==> config.mk <==
export PLATFORM = sky130hd
export DESIGN_NAME = sar_search_ctrl_flat
export DESIGN_NICKNAME = d
export VERILOG_FILES = /design/src/rtl/sar_search_ctrl_if.sv /design/src/rtl/sar_search_ctrl.sv /design/src/flat_wrapper.sv
export SDC_FILE = /design/constraint.sdc
export NUM_CORES = 1
export LEC_CHECK = 0
export CORE_MARGIN = 5
export CORE_UTILIZATION = 45
export CTS_BUF_LIST = sky130_fd_sc_hd__clkbuf_4 sky130_fd_sc_hd__clkbuf_8 sky130_fd_sc_hd__clkbuf_16
export DETAILED_ROUTE_END_ITERATION = 7
export PLACE_DENSITY = 0.76
export RECOVER_POWER = 100
export SLEW_MARGIN = 5
export SYNTH_ARGS = -nofsm -noshare
export SYNTH_HDL_FRONTEND = slang
export SYNTH_SLANG_ARGS = --single-unit
==> constraint.sdc <==
create_clock -name clk -period 4.3 [get_ports clk]
set_input_delay 0.86 -clock clk [delete_from_list [all_inputs] [get_ports clk]]
set_output_delay 0.86 -clock clk [all_outputs]
set_load 0.02 [all_outputs]
==> src/rtl/sar_search_ctrl_if.sv <==
// Bus bundle between the SAR search controller and its neighbouring comparator.
// The slave modport is the controller side; the master modport is the
// comparator / requester side.
interface sar_search_ctrl_if #(
   parameter int unsigned W = 4
);
   logic          start;
   logic          cmp_gt;
   logic          cmp_lt;
   logic          cmp_eq;
   logic [W-1:0]  trial;
   logic          busy;
   logic          done;
   logic [W-1:0]  result;
   logic          cmp_err;

   modport master (
      output start, cmp_gt, cmp_lt, cmp_eq,
      input  trial, busy, done, result, cmp_err
   );

   modport slave (
      input  start, cmp_gt, cmp_lt, cmp_eq,
      output trial, busy, done, result, cmp_err
   );
endinterface

==> src/rtl/sar_search_ctrl.sv <==
// Successive-approximation controller: drives the comparator B operand with
// MSB-first trial values and rebuilds the unknown A operand from gt/lt/eq.
// Optional macro SAR_EARLY_EXIT_EN: finish as soon as a clean eq is seen.
module sar_search_ctrl #(
   parameter int unsigned W = 4
) (
   input  logic               clk,
   input  logic               rst,
   sar_search_ctrl_if.slave   bus
);
   localparam int unsigned IW = (W > 1) ? $clog2(W) : 1;

   typedef enum logic [1:0] {
      S_IDLE = 2'd0,
      S_TEST = 2'd1,
      S_DONE = 2'd2
   } state_t;

   state_t          state_q, state_d;
   logic [W-1:0]    result_q, result_d;
   logic [IW-1:0]   idx_q, idx_d;
   logic            err_q, err_d;

   logic [W-1:0]    trial_c;
   logic [1:0]      flag_cnt_c;
   logic            decide_c;

   // Trial value: the bit under test on top of the bits already decided.
   always_comb begin
      trial_c = result_q;
      if (state_q == S_TEST) begin
         trial_c = result_q | (W'(1) << idx_q);
      end
   end

   // Next-state and datapath update for the search sequence.
   always_comb begin
      state_d    = state_q;
      result_d   = result_q;
      idx_d      = idx_q;
      err_d      = err_q;
      flag_cnt_c = 2'(bus.cmp_gt) + 2'(bus.cmp_lt) + 2'(bus.cmp_eq);
      decide_c   = bus.cmp_gt | bus.cmp_eq;

      case (state_q)
         S_IDLE: begin
            if (bus.start) begin
               state_d  = S_TEST;
               result_d = '0;
               idx_d    = IW'(W - 1);
               err_d    = 1'b0;
            end
         end
         S_TEST: begin
            // Malformed flags are flagged but the search still runs to the end.
            if (flag_cnt_c != 2'd1) begin
               err_d = 1'b1;
            end
            result_d[idx_q] = decide_c;
            if (idx_q == '0) begin
               state_d = S_DONE;
            end else begin
               idx_d = idx_q - IW'(1);
            end
`ifdef SAR_EARLY_EXIT_EN
            // A clean exact match means every lower bit is already known.
            if (bus.cmp_eq && !bus.cmp_gt && !bus.cmp_lt) begin
               result_d = trial_c;
               state_d  = S_DONE;
            end
`endif
         end
         S_DONE: begin
            state_d = S_IDLE;
         end
         default: begin
            state_d = S_IDLE;
         end
      endcase
   end

   // State and datapath registers; reset aborts any search in flight.
   always_ff @(posedge clk or posedge rst) begin
      if (rst) begin
         state_q  <= S_IDLE;
         result_q <= '0;
         idx_q    <= IW'(W - 1);
         err_q    <= 1'b0;
      end else begin
         state_q  <= state_d;
         result_q <= result_d;
         idx_q    <= idx_d;
         err_q    <= err_d;
      end
   end

   assign bus.trial   = trial_c;
   assign bus.busy    = (state_q == S_TEST);
   assign bus.done    = (state_q == S_DONE);
   assign bus.result  = result_q;
   assign bus.cmp_err = err_q;

endmodule

==> src/flat_wrapper.sv <==
// flat-port wrapper written by rule: the top's interface ports become plain ports
module sar_search_ctrl_flat 
#(
   parameter int unsigned W = 4
)
  (clk, rst, bus_start, bus_cmp_gt, bus_cmp_lt, bus_cmp_eq, bus_trial, bus_busy, bus_done, bus_result, bus_cmp_err);
  sar_search_ctrl_if #(.W(W)) bus_i ();
  input  logic clk;
  input  logic rst;
  input wire logic [$bits(bus_i.start)-1:0] bus_start;
  input wire logic [$bits(bus_i.cmp_gt)-1:0] bus_cmp_gt;
  input wire logic [$bits(bus_i.cmp_lt)-1:0] bus_cmp_lt;
  input wire logic [$bits(bus_i.cmp_eq)-1:0] bus_cmp_eq;
  output wire logic [$bits(bus_i.trial)-1:0] bus_trial;
  output wire logic [$bits(bus_i.busy)-1:0] bus_busy;
  output wire logic [$bits(bus_i.done)-1:0] bus_done;
  output wire logic [$bits(bus_i.result)-1:0] bus_result;
  output wire logic [$bits(bus_i.cmp_err)-1:0] bus_cmp_err;
  assign bus_i.start = bus_start;
  assign bus_i.cmp_gt = bus_cmp_gt;
  assign bus_i.cmp_lt = bus_cmp_lt;
  assign bus_i.cmp_eq = bus_cmp_eq;
  assign bus_trial = bus_i.trial;
  assign bus_busy = bus_i.busy;
  assign bus_done = bus_i.done;
  assign bus_result = bus_i.result;
  assign bus_cmp_err = bus_i.cmp_err;
  sar_search_ctrl #(.W(W)) u_core (.clk(clk), .rst(rst), .bus(bus_i));
endmodule
# After elaboration in Yosys (flattened, before gate mapping)
# Index checks and enable logic that the tools add are counted.
dict set report totals {
  ff_bits 9
  inputBits 6
  word_cells 42
}
dict set report op_classes {
  addsub 3
  n_lt_le_gt_ge 2
  eq_ne 7
  shift 1
  n_mux 15
  bitwise_logic 2
  reduce_logical 8
}
# op n
set ops {}
lappend ops {{two-way mux 2 bit} 4}
lappend ops {{two-way mux 4 bit} 2}
lappend ops {{case mux 2 bit (2 select lines)} 2}
lappend ops {{case mux 4 bit (2 select lines)} 1}
lappend ops {{!= test 2 x 1 -> 1 bit, second input constant} 3}
lappend ops {{AND reduction 3 bit} 2}
lappend ops {{bitwise mux 4 bit} 1}
lappend ops {{zero test 2 bit} 2}
lappend ops {{!= test 2 bit, second input constant} 2}
lappend ops {{bitwise OR 4 bit} 1}
lappend ops {{AND reduction 2 bit} 2}
lappend ops {{<< shifter 1 x 2 -> 4 bit, first input constant} 1}
lappend ops {{less-than comparator 2 x 3 -> 1 bit, second input constant} 1}
lappend ops {{two-way mux 1 bit} 3}
lappend ops {{adder 1 x 1 -> 2 bit} 1}
lappend ops {{adder 2 x 1 -> 2 bit} 1}
lappend ops {{demux 1 bit (select 2 bit)} 1}
lappend ops {{equality test 2 x 1 -> 1 bit, second input constant} 1}
lappend ops {{equality test 2 bit, second input constant} 1}
lappend ops {{>= comparator 2 x 1 -> 1 bit, second input constant} 1}
lappend ops {{case mux 1 bit (2 select lines)} 1}
lappend ops {{nonzero test 2 bit} 1}
lappend ops {{subtractor 2 x 1 -> 2 bit, second input constant} 1}
lappend ops {{logical AND 1 bit} 1}
lappend ops {{bitwise OR 1 bit} 1}

# Depth between registers and ports, before layout
# Gate-level depths: netlist of run 1.
dict set report depth {
  word_depth 6
  ltp_mapped 5
  ltp_nobuf 5
}

# Worst setup path after synthesis of run 1
# Ideal clock, no wire load.
dict set report synth_path {
  kind {register to output}
  start {register u_core.idx_q[0]}
  end {output bus_trial[0]}
  arrival_time_ns 1.273
  slack_ns 2.167
  path_stages_with_launch 5
  path_buffers 0
  cell_sequence {dfstp_2 > inv_1 > ha_1 > and2_4 > or2_1}
}
dict set report synth_between {
  elab_chain_cells 3
}
# item line
set synth_rtl {}
lappend synth_rtl {{from (decl)} sar_search_ctrl.sv:21} ;# logic [IW-1:0] idx_q, idx_d;
lappend synth_rtl {{from (signal assigned)} sar_search_ctrl.sv:87} ;# idx_q <= IW'(W - 1);
lappend synth_rtl {{from (signal assigned)} sar_search_ctrl.sv:92} ;# idx_q <= idx_d;
lappend synth_rtl {{<< shifter 1 x 2 -> 4 bit} sar_search_ctrl.sv:32} ;# trial_c = result_q | (W'(1) << idx_q);
lappend synth_rtl {{bitwise OR 4 bit} sar_search_ctrl.sv:32}
lappend synth_rtl {{two-way mux 4 bit} sar_search_ctrl.sv:31} ;# if (state_q == S_TEST) begin
lappend synth_rtl {{to (decl)} flat_wrapper.sv:14} ;# output wire logic [$bits(bus_i.trial)-1:0] bus_trial;
# No other way between the ends.

# Worst setup path after layout of run 1
dict set report layout_path {
  start {register u_core.idx_q[1]}
  end {output bus_trial[0]}
}
# The elaborated chain is that of the path after synthesis.

==> metrics.md, run 1 <==
| Metric | Value |
|---|---|
| Deepest clock path buffer count | `2` |
| Antenna diode count | `0` |
| Count of clock tree sinks | `9` |
| Antenna violations before repair | `0` |
| Sum of routed wire length over all layers | `1170 um` |
| Total GRT Usage | `0.134` |
| Data arrival time at the worst-slack endpoint | `2.22 ns` |
| Post-CTS resize count | `0` |
| Core area | `1280 um2` |
| Setup repair after global routing missed its margin | `no` |
| Leak | `0.380 nW` |
| Critical path capture point type | `output port` |
| GRT overflow | `0` |
| IR Drop Worst-Case VDD | `439 uV` |
| Die area | `2170 um2` |
| Effective utilization at floorplan | `0.467` |
| ANT nets after route | `0` |
| Hold-fix buffers, CTS | `0` |
| CTS Buf Count | `3` |
| Number of nets produced by synthesis | `68` |
| Mean Syn Cell Area | `10.7 um2` |
| Endpoint of the worst hold path | `u_core.bus.result[0]` |
| Global-route wire length before repair | `1980 um` |
| List of cells traversed by the critical path | `inv_1, ha_1, and2_4, or2_1, dlygate4sd3_1` |
| Total setup buffers inserted after CTS | `0` |
| Launch point of the worst hold path | `u_core.bus.result[0]` |
| Worst hold path type | `flop to flop` |
| Number of distinct standard cells referenced by the synthesized netlist | `24` |
| Total of buffers placed on input and output ports | `16` |
| Upper clock frequency limit | `324 MHz` |
| Area growth from synthesis to final layout | `27.9%` |
| Top library cells by usage in the layout, fill and taps aside | `sky130_fd_sc_hd__dlygate4sd3_1 (13), sky130_fd_sc_hd__inv_1 (7), sky130_fd_sc_hd__dfrtp_1 (7)` |
| Power density over cell area | `817 nW/um2` |
| WP data required | `3.44 ns` |
| Clock transition at the register clock pins on the worst setup and hold paths after CTS | `0.07 ns` |
| TritonCTS clock tree | `done` |
| Worst path bufs/invs | `2` |
| Residual DRC | `0` |
| Outcome | `finished clean` |
| R2R Path Start | `u_core.idx_q[1]` |
| Number of setup violations in the final report | `0` |
| First-pass DRT Iterations | `2` |
| Critical Path Start Type | `flop` |
| Routed via count divided by cell count | `5.15` |
| Design Power | `0.627 mW` |
| Max Fanout on Critical Path | `6` |
| Cell class contributing the biggest share of worst-path delay | `buffers and inverters` |
| Via count of the first global-routing pass | `423` |
| Number of cells produced by synthesis | `56` |
| Width of the chip | `46.5 um` |
| Maxcap violations | `0` |
| Detailed placer's ending HPWL | `889 um` |
| Starting DRC count in detailed routing | `5` |
| Most common cell after layout, fill and taps aside | `sky130_fd_sc_hd__dlygate4sd3_1` |
| Routability-driven placement congestion ratio | `0.799` |
| Deepest level of the CTS H-tree | `1` |
| Endpoints failing hold | `0` |
| R2R Setup Slk | `2.82 ns` |
| Number of warnings reported in the yosys synthesis log | `0` |
| Die height | `46.5 um` |
| Detail-routed net length per standard cell | `13.1 um` |
| Delay contributed by the slowest stage of the critical path | `0.65 ns` |
| Worst R2R Path Depth | `4` |
| Worst path slowest cell | `sky130_fd_sc_hd__dlygate4sd3_1` |
| Final clock period utilization by the worst path | `0.717` |
| Synth Cell Area | `601 um2` |
| Pin count of the biggest net entering global routing | `14` |
| Critical path start-end classification | `flop to output port` |
| Worst-margin pin slew | `0.590 ns` |
| Via total after detailed routing | `458` |
| Clock skew after layout | `0.00982 ns` |
| Root buffer cell | `sky130_fd_sc_hd__clkbuf_4` |
| Site row count | `13` |
| Worst max-slew margin expressed relative to the limit | `0.606` |
| Fraction of layout cells with a size suffix above 1 | `0.149` |
| Worst reg2reg endpoint | `u_core.bus.result[1]` |
| Shortest period the worst path allows | `3.08 ns` |
| Worst hold path stage count | `1` |
| # nets final | `87` |
| Clk_lat worst skew | `0.26 ns` |
| Number of placed I/O pins | `17` |
| Summed negative setup slack over all endpoints | `0 ns` |
| Max-slew violations | `0` |
| Fillers | `126` |
| Register bit total from synthesis | `9` |
| Fraction of the yosys area taken by sequential cells | `0.379` |
-- where the power goes --
part           switching [mW]  internal, mW  total (mW)
clock network          0.0303        0.0421      0.0724
logic                   0.187         0.184       0.372
registers              0.0520         0.131       0.183
total                   0.270         0.358       0.627
-- cells by family after synthesis --
kind of cell,after synthesis,share of synthesized area
buffers and inverters,9,0.0813
multiplexers,2,0.0500
flip-flops,9,0.379
AO/OA/AOI/OAI,16,0.227
adder cells (fa/ha/maj),6,0.138
AND/OR/NAND/NOR,14,0.125
-- routing by layer --
layer  routed length [um]  track usage  vias to the layer above
li1                     -            -                      227
met1                  542        0.178                      222
met2                  568        0.195                        9
met3                   53       0.0625                        0
met4                    0       0.0341                        0
met5                    0            0                        -
-- cell usage after synthesis, drive strengths merged --
master	instances	area, um2
or2	1	6.26
o21bai	1	18.8
o32ai	2	17.5
nand2	6	22.5
dfstp	2	52.6
mux2	2	30.0
o22a	1	10.0
nand3	1	5.00
a21o	4	30.0
a21oi	3	15.0
nor2b	1	13.8
a21boi	1	7.51
buf	2	22.5
o211ai	1	7.51
a22o	2	17.5
dfrtp	7	175
a211oi	1	12.5
inv	7	26.3
nor3	1	5.00
nor2	3	13.8
ha	5	62.6
and2	1	8.76
fa	1	20.0
-- area by class of cell --
cell class,count,area (um2),area share
inverters,7,26.3,0.0342
multi-input cells,38,305,0.397
repair buffers,16,160,0.208
flip-flops and latches,9,228,0.296
well taps,15,18.8,0.0244
clock buffers,4,30.0,0.0391
-- worst max path at each step --
stage | startpoint | end | depth (start not counted)
global placement | u_core.idx_q[0] | bus_trial[0] | 5
detailed placement | u_core.idx_q[0] | bus_trial[0] | 5
finish | u_core.idx_q[1] | bus_trial[0] | 5
CTS | u_core.idx_q[0] | bus_trial[0] | 5
floorplan | u_core.idx_q[0] | bus_trial[0] | 4
global route | u_core.state_q[0] | bus_trial[0] | 4
-- per-stage QoR --
stage	std cells	hold WS [ns]	util	cell area, um2	setup slack [ns]
after floorplan	56	0.520	-	601	2.17
after global placement	85	0.524	0.589	757	1.68
after detailed placement	85	0.515	0.589	757	1.65
after CTS	89	0.541	0.612	787	1.35
after global routing	89	0.561	0.598	768	1.04
final	89	0.531	0.598	768	1.22
-- registers in the layout, summed over array words and instances (netlist names) --
register and cells:
u_core.state_q 2, u_core.idx_q 2, u_core.bus.result 4, u_core.bus.cmp_err 1
Note: power is estimated with default switching activity, not from simulation.
==> run 2: changes to the inputs <==
clock period = 3.1 ns   (was 4.3 ns; I/O delays follow)
==> metrics.md, run 2 (synthesized netlist as in run 1, its figures left out) <==
| Metric | Value |
|---|---|
| Delay contributed by the slowest stage of the critical path | `0.58 ns (-0.07 ns)` |
| Effective utilization at floorplan | `0.467 (unchanged)` |
| Power density over cell area | `1130 nW/um2 (+38%)` |
| Critical Path Start Type | `flop` |
| Worst hold path type | `flop to flop` |
| R2R Setup Slk | `1.61 ns (-1.21 ns)` |
| Via total after detailed routing | `461 (+0.66%)` |
| Core area | `1280 um2 (unchanged)` |
| Routability-driven placement congestion ratio | `0.799 (unchanged)` |
| Maxcap violations | `0 (unchanged)` |
| Pin count of the biggest net entering global routing | `14 (unchanged)` |
| ANT nets after route | `0 (unchanged)` |
| Share of power burned in registers | `0.295 (+0.003)` |
| Global-route wire length before repair | `1980 um (unchanged)` |
| Worst hold path stage count | `1 (unchanged)` |
| Deepest clock path buffer count | `2 (unchanged)` |
| Summed negative setup slack over all endpoints | `0 ns (unchanged)` |
| Setup repair after global routing missed its margin | `no` |
| Shortest period the worst path allows | `2.74 ns` |
| Final WS setup | `0.363 ns (-0.854 ns)` |
| Total GRT Usage | `0.134 (unchanged)` |
| First-pass DRT Iterations | `2 (unchanged)` |
| Site row count | `13 (unchanged)` |
| Switching power | `0.380 mW (+41%)` |
| Endpoint of the worst hold path | `u_core.bus.result[0]` |
| Upper clock frequency limit | `365 MHz` |
| Most common cell after layout, fill and taps aside | `sky130_fd_sc_hd__dlygate4sd3_1` |
| Outcome | `finished clean` |
| Fraction of layout cells with a size suffix above 1 | `0.135 (-0.0135)` |
| Total setup buffers inserted after CTS | `0 (unchanged)` |
| Deepest level of the CTS H-tree | `1 (unchanged)` |
| Worst path bufs/invs | `2 (unchanged)` |
| Root buffer cell | `sky130_fd_sc_hd__clkbuf_4` |
| Sw Share | `0.433 (+0.00316)` |
| Area growth from synthesis to final layout | `29.4%` |
| Worst path slowest cell | `sky130_fd_sc_hd__dfstp_1` |
| P_int | `0.497 mW (+39%)` |
| Residual DRC | `0 (unchanged)` |
| Antenna violations before repair | `0 (unchanged)` |
| Number of placed I/O pins | `17 (unchanged)` |
| Top library cells by usage in the layout, fill and taps aside | `sky130_fd_sc_hd__dlygate4sd3_1 (11), sky130_fd_sc_hd__inv_1 (7), sky130_fd_sc_hd__dfrtp_1 (7)` |
| Detail-routed net length per standard cell | `13.3 um (+1.5%)` |
| IR Drop Worst-Case VDD | `616 uV (+40%)` |
| Leak | `0.384 nW (+1.0%)` |
| Routed via count divided by cell count | `5.18 (+0.66%)` |
| Worst reg2reg endpoint | `u_core.bus.result[1]` |
| Clk_lat worst skew | `0.26 ns (about the same)` |
| R2R Path Start | `u_core.idx_q[1]` |
| Layout Cell Area excl Fill | `777 um2 (+1.1%)` |
| Critical path start-end classification | `flop to output port` |
| TritonCTS clock tree | `done` |
| Starting DRC count in detailed routing | `6 (+1)` |
| Clock transition at the register clock pins on the worst setup and hold paths after CTS | `0.07 ns (about the same)` |
| Antenna diode count | `0 (unchanged)` |
| Endpoints failing hold | `0 (unchanged)` |
| Die height | `46.5 um (unchanged)` |
| List of cells traversed by the critical path | `inv_1, ha_1, and2_4, or2_1, clkdlybuf4s50_1` |
| Count of clock tree sinks | `9 (unchanged)` |
| Clock skew after layout | `0.0103 ns (+0.000531 ns)` |
| Detailed placer's ending HPWL | `889 um (unchanged)` |
| Placed cell area | `757 um2 (unchanged)` |
| Critical path capture point type | `output port` |
| Fraction of power consumed by combinational cells | `0.590 (-0.002)` |
| Worst R2R Path Depth | `4 (unchanged)` |
| Total of buffers placed on input and output ports | `16 (unchanged)` |
| Post-CTS resize count | `0 (unchanged)` |
| Worst-margin pin slew | `0.450 ns (-0.140 ns)` |
| Final clock period utilization by the worst path | `0.883` |
| Fillers | `125 (-0.79%)` |
| Hold-fix buffers, CTS | `0 (unchanged)` |
| Clock share of power | `0.115 (about the same)` |
| Via count of the first global-routing pass | `423 (unchanged)` |
| Worst max-slew margin expressed relative to the limit | `0.700 (+0.0940)` |
| Max Fanout on Critical Path | `6 (unchanged)` |
| GRT overflow | `0 (unchanged)` |
| Sum of routed wire length over all layers | `1180 um (+1.5%)` |
| Number of flip-flops in the largest register | `4 (unchanged)` |
| # nets final | `87 (unchanged)` |
| Max-slew violations | `0 (unchanged)` |
| Cell class contributing the biggest share of worst-path delay | `buffers and inverters` |
| Die area | `2170 um2 (unchanged)` |
| Placement-stage worst setup slack | `0.687 ns (-0.960 ns)` |
| CTS Buf Count | `3 (unchanged)` |
| Width of the chip | `46.5 um (unchanged)` |
| WP data required | `2.48 ns (-0.96 ns)` |
| Launch point of the worst hold path | `u_core.bus.result[0]` |
| Number of setup violations in the final report | `0 (unchanged)` |
| Data arrival time at the worst-slack endpoint | `2.12 ns (-0.10 ns)` |
run 2: area by class of cell:
class | instances | area (um2) | area share
inverters | 7 | 26.3 | 0.0338
repair buffers | 16 | 160 | 0.206
clock buffers | 4 | 30.0 | 0.0386
well taps | 15 | 18.8 | 0.0242
multi-input cells | 38 | 314 | 0.404
flip-flops and latches | 9 | 228 | 0.293
run 2: per-stage QoR:
stage | std cells | hold slack [ns] | power (mW) | util
CTS | 89 | 0.541 | 0.935 | 0.612
detailed placement | 85 | 0.515 | 0.828 | 0.589
floorplan | 56 | 0.446 | 0.635 | -
global placement | 85 | 0.524 | 0.819 | 0.589
global route | 89 | 0.561 | 0.946 | 0.605
finish | 89 | 0.531 | 0.877 | 0.605
run 2: worst max-delay path by stage:
stage	startpoint	end	slack, ns	cells after the start
5_1_grt	u_core.idx_q[1]	bus_trial[0]	0.22	5
4_1_cts	u_core.idx_q[0]	bus_trial[0]	0.39	5
3_5_place_dp	u_core.idx_q[0]	bus_trial[0]	0.69	5
2_1_floorplan	u_core.idx_q[0]	bus_trial[0]	1.21	4
3_3_place_gp	u_core.idx_q[0]	bus_trial[0]	0.72	5
6_report	u_core.idx_q[1]	bus_trial[0]	0.36	5
run 2: power groups by stage:
stage	combinational, mW	sequential (mW)	clock (mW)
after floorplan	0.365	0.270	0
after global placement	0.559	0.260	0
after detailed placement	0.563	0.265	0
after CTS	0.566	0.263	0.106
after global routing	0.564	0.271	0.111
final	0.517	0.259	0.101
run 2: routing by layer:
layer  up-vias  track usage  wire, um
li1        228            -         -
met1       224        0.178       554
met2         9        0.195       575
met3         0       0.0625        54
met4         0       0.0341         0
met5         -            0         0
==> run 3: changes to the inputs <==
CORE_MARGIN = 2   (was 5)
==> metrics.md, run 3 (synthesized netlist as in run 1, its figures left out) <==
| Metric | Value |
|---|---|
| Worst max-slew margin expressed relative to the limit | `0.710 (+0.00962)` |
| Placed cells | `85 (unchanged)` |
| Max-slew violations | `0 (unchanged)` |
| Shortest period the worst path allows | `2.80 ns (+0.0648 ns)` |
| Fraction of layout cells with a size suffix above 1 | `0.108 (-0.0270)` |
| Top library cells by usage in the layout, fill and taps aside | `sky130_fd_sc_hd__dlygate4sd3_1 (11), sky130_fd_sc_hd__inv_1 (7), sky130_fd_sc_hd__dfrtp_1 (7)` |
| Final WS setup | `0.298 ns (-0.0648 ns)` |
| Global-route wire length before repair | `1880 um (-4.9%)` |
| Worst hold path stage count | `1 (unchanged)` |
| Antenna diode count | `0 (unchanged)` |
| Antenna violations before repair | `0 (unchanged)` |
| Placement-stage worst setup slack | `0.694 ns (+0.00616 ns)` |
| Fraction of power consumed by combinational cells | `0.591 (about the same)` |
| Total GRT Usage | `0.185 (+0.0507)` |
| Endpoint of the worst hold path | `u_core.bus.result[0]` |
| Via count of the first global-routing pass | `440 (+4.0%)` |
| Most common cell after layout, fill and taps aside | `sky130_fd_sc_hd__dlygate4sd3_1` |
| Starting DRC count in detailed routing | `2 (-4)` |
| Core area | `1270 um2 (-1.3%)` |
| GRT overflow | `0 (unchanged)` |
| Met1 global-route usage | `0.214 (+0.0354)` |
| Effective utilization at floorplan | `0.473 (+0.00599)` |
| Critical path capture point type | `output port` |
| Clock transition at the register clock pins on the worst setup and hold paths after CTS | `0.06 ns (about the same)` |
| WP data required | `2.48 ns (about the same)` |
| P_int | `0.487 mW (-2.0%)` |
| Maxcap violations | `0 (unchanged)` |
| Switching power | `0.378 mW (-0.45%)` |
| Clk_lat worst skew | `0.26 ns (about the same)` |
| Met3 track demand over resource | `0.100 (+0.0375)` |
| R2R Path Start | `u_core.idx_q[0]` |
| Sw Share | `0.437 (+0.00396)` |
| Outcome | `finished clean` |
| Total of buffers placed on input and output ports | `16 (unchanged)` |
| Deepest level of the CTS H-tree | `1 (unchanged)` |
| Final hold slack | `0.530 ns (-0.00131 ns)` |
| Width of the chip | `40.5 um (-13%)` |
| Worst R2R Path Depth | `4 (unchanged)` |
| Layout Cell Area excl Fill | `764 um2 (-1.6%)` |
| Critical Path Start Type | `flop` |
| TritonCTS clock tree | `done` |
| Routed via count divided by cell count | `5.31 (+2.6%)` |
| Number of flip-flops in the largest register | `4 (unchanged)` |
| Detailed placer's ending HPWL | `955 um (+7.4%)` |
| Final clock period utilization by the worst path | `0.904 (+0.0209)` |
| Hold-fix buffers, CTS | `0 (unchanged)` |
| Count of non-filler cells in the finished layout | `89 (unchanged)` |
| Via total after detailed routing | `473 (+2.6%)` |
| Count of clock tree sinks | `9 (unchanged)` |
| Root buffer cell | `sky130_fd_sc_hd__clkbuf_4` |
| ANT nets after route | `0 (unchanged)` |
| Share of power burned in registers | `0.297 (+0.002)` |
| Deepest clock path buffer count | `2 (unchanged)` |
| Worst-margin pin slew | `0.436 ns (-0.0144 ns)` |
| Summed negative setup slack over all endpoints | `0 ns (unchanged)` |
| Die height | `40.5 um (-13%)` |
| Endpoints failing hold | `0 (unchanged)` |
| Total setup buffers inserted after CTS | `0 (unchanged)` |
| Residual DRC | `0 (unchanged)` |
| Number of placed I/O pins | `17 (unchanged)` |
| Number of setup violations in the final report | `0 (unchanged)` |
| # nets final | `87 (unchanged)` |
| Leak | `0.375 nW (-2.3%)` |
| Worst hold path type | `flop to flop` |
| Area growth from synthesis to final layout | `27.3%` |
| Worst reg2reg endpoint | `u_core.bus.result[2]` |
| Clock skew after layout | `0.00739 ns (-0.00296 ns)` |
| Setup repair after global routing missed its margin | `no` |
| Clock share of power | `0.112 (-0.003)` |
| Pin count of the biggest net entering global routing | `14 (unchanged)` |
| Die area | `1640 um2 (-24%)` |
| Global-route met2 utilization | `0.294 (+0.0986)` |
| First-pass DRT Iterations | `5 (+3)` |
| Sum of routed wire length over all layers | `1220 um (+3.2%)` |
| Detail-routed net length per standard cell | `13.7 um (+3.2%)` |
| Data arrival time at the worst-slack endpoint | `2.18 ns (+0.06 ns)` |
| Critical path start-end classification | `flop to output port` |
| IR Drop Worst-Case VDD | `567 uV (-7.9%)` |
| Upper clock frequency limit | `357 MHz (-2.3%)` |
| Power density over cell area | `1130 nW/um2 (+0.26%)` |
| Placed cell area | `757 um2 (unchanged)` |
| Max Fanout on Critical Path | `13 (+7)` |
| Post-CTS resize count | `0 (unchanged)` |
| R2R Setup Slk | `1.57 ns (-0.04 ns)` |
| Launch point of the worst hold path | `u_core.bus.result[0]` |
| CTS Buf Count | `3 (unchanged)` |
| Most utilized layer in the global route result | `met2` |
| Routability-driven placement congestion ratio | `0.666 (-17%)` |
| Site row count | `13 (unchanged)` |
run 3: cell counts in the layout (fill, tap and decap cells not counted):
Identical to the previous run, type by type.
run 3: power by group through the flow:
stage	Sequential (mW)	Clock (mW)	Combinational (mW)
final	0.257	0.0965	0.511
after global routing	0.269	0.106	0.557
after CTS	0.263	0.100	0.570
after detailed placement	0.265	0	0.567
after global placement	0.261	0	0.553
after floorplan	0.270	0	0.365
run 3: area by class of cell:
cell class                 count  area (um2)
fill                         116         504
sequential                     9         228
clock buffer                   4        30.0
tap                           15        18.8
multi-input combinational     38         302
inverter                       7        26.3
timing repair buffer          16         160
run 3: worst max path at each step:
| stage | startpoint | endpoint | cells past startpoint |
|---|---|---|---|
| CTS | u_core.idx_q[0] | bus_trial[0] | 5 |
| finish | u_core.state_q[0] | bus_trial[0] | 4 |
| detailed placement | u_core.idx_q[0] | bus_trial[0] | 5 |
| global placement | u_core.idx_q[0] | bus_trial[0] | 5 |
| floorplan | u_core.idx_q[0] | bus_trial[0] | 4 |
| global route | u_core.state_q[0] | bus_trial[0] | 4 |
run 3: layer usage:
metal	routed length, um	up-vias
met5	0	-
met4	0	0
met3	97	0
met2	615	20
met1	508	227
li1	-	226
run 3: stage by stage:
| stage | utilization | total power [mW] |
|---|---|---|
| 6_report | 0.603 | 0.865 |
| 3_5_place_dp | 0.597 | 0.832 |
| 5_1_grt | 0.603 | 0.932 |
| 3_3_place_gp | 0.597 | 0.813 |
| 2_1_floorplan | - | 0.635 |
| 4_1_cts | 0.620 | 0.933 |
run 3: worst max-delay path, stage by stage, from the launching register on:
cell                              delay [ns]
sky130_fd_sc_hd__dfrtp_1                0.61
sky130_fd_sc_hd__nor2b_1                0.42
sky130_fd_sc_hd__and2_4                 0.21
sky130_fd_sc_hd__or2_1                  0.09
sky130_fd_sc_hd__clkdlybuf4s50_1        0.59
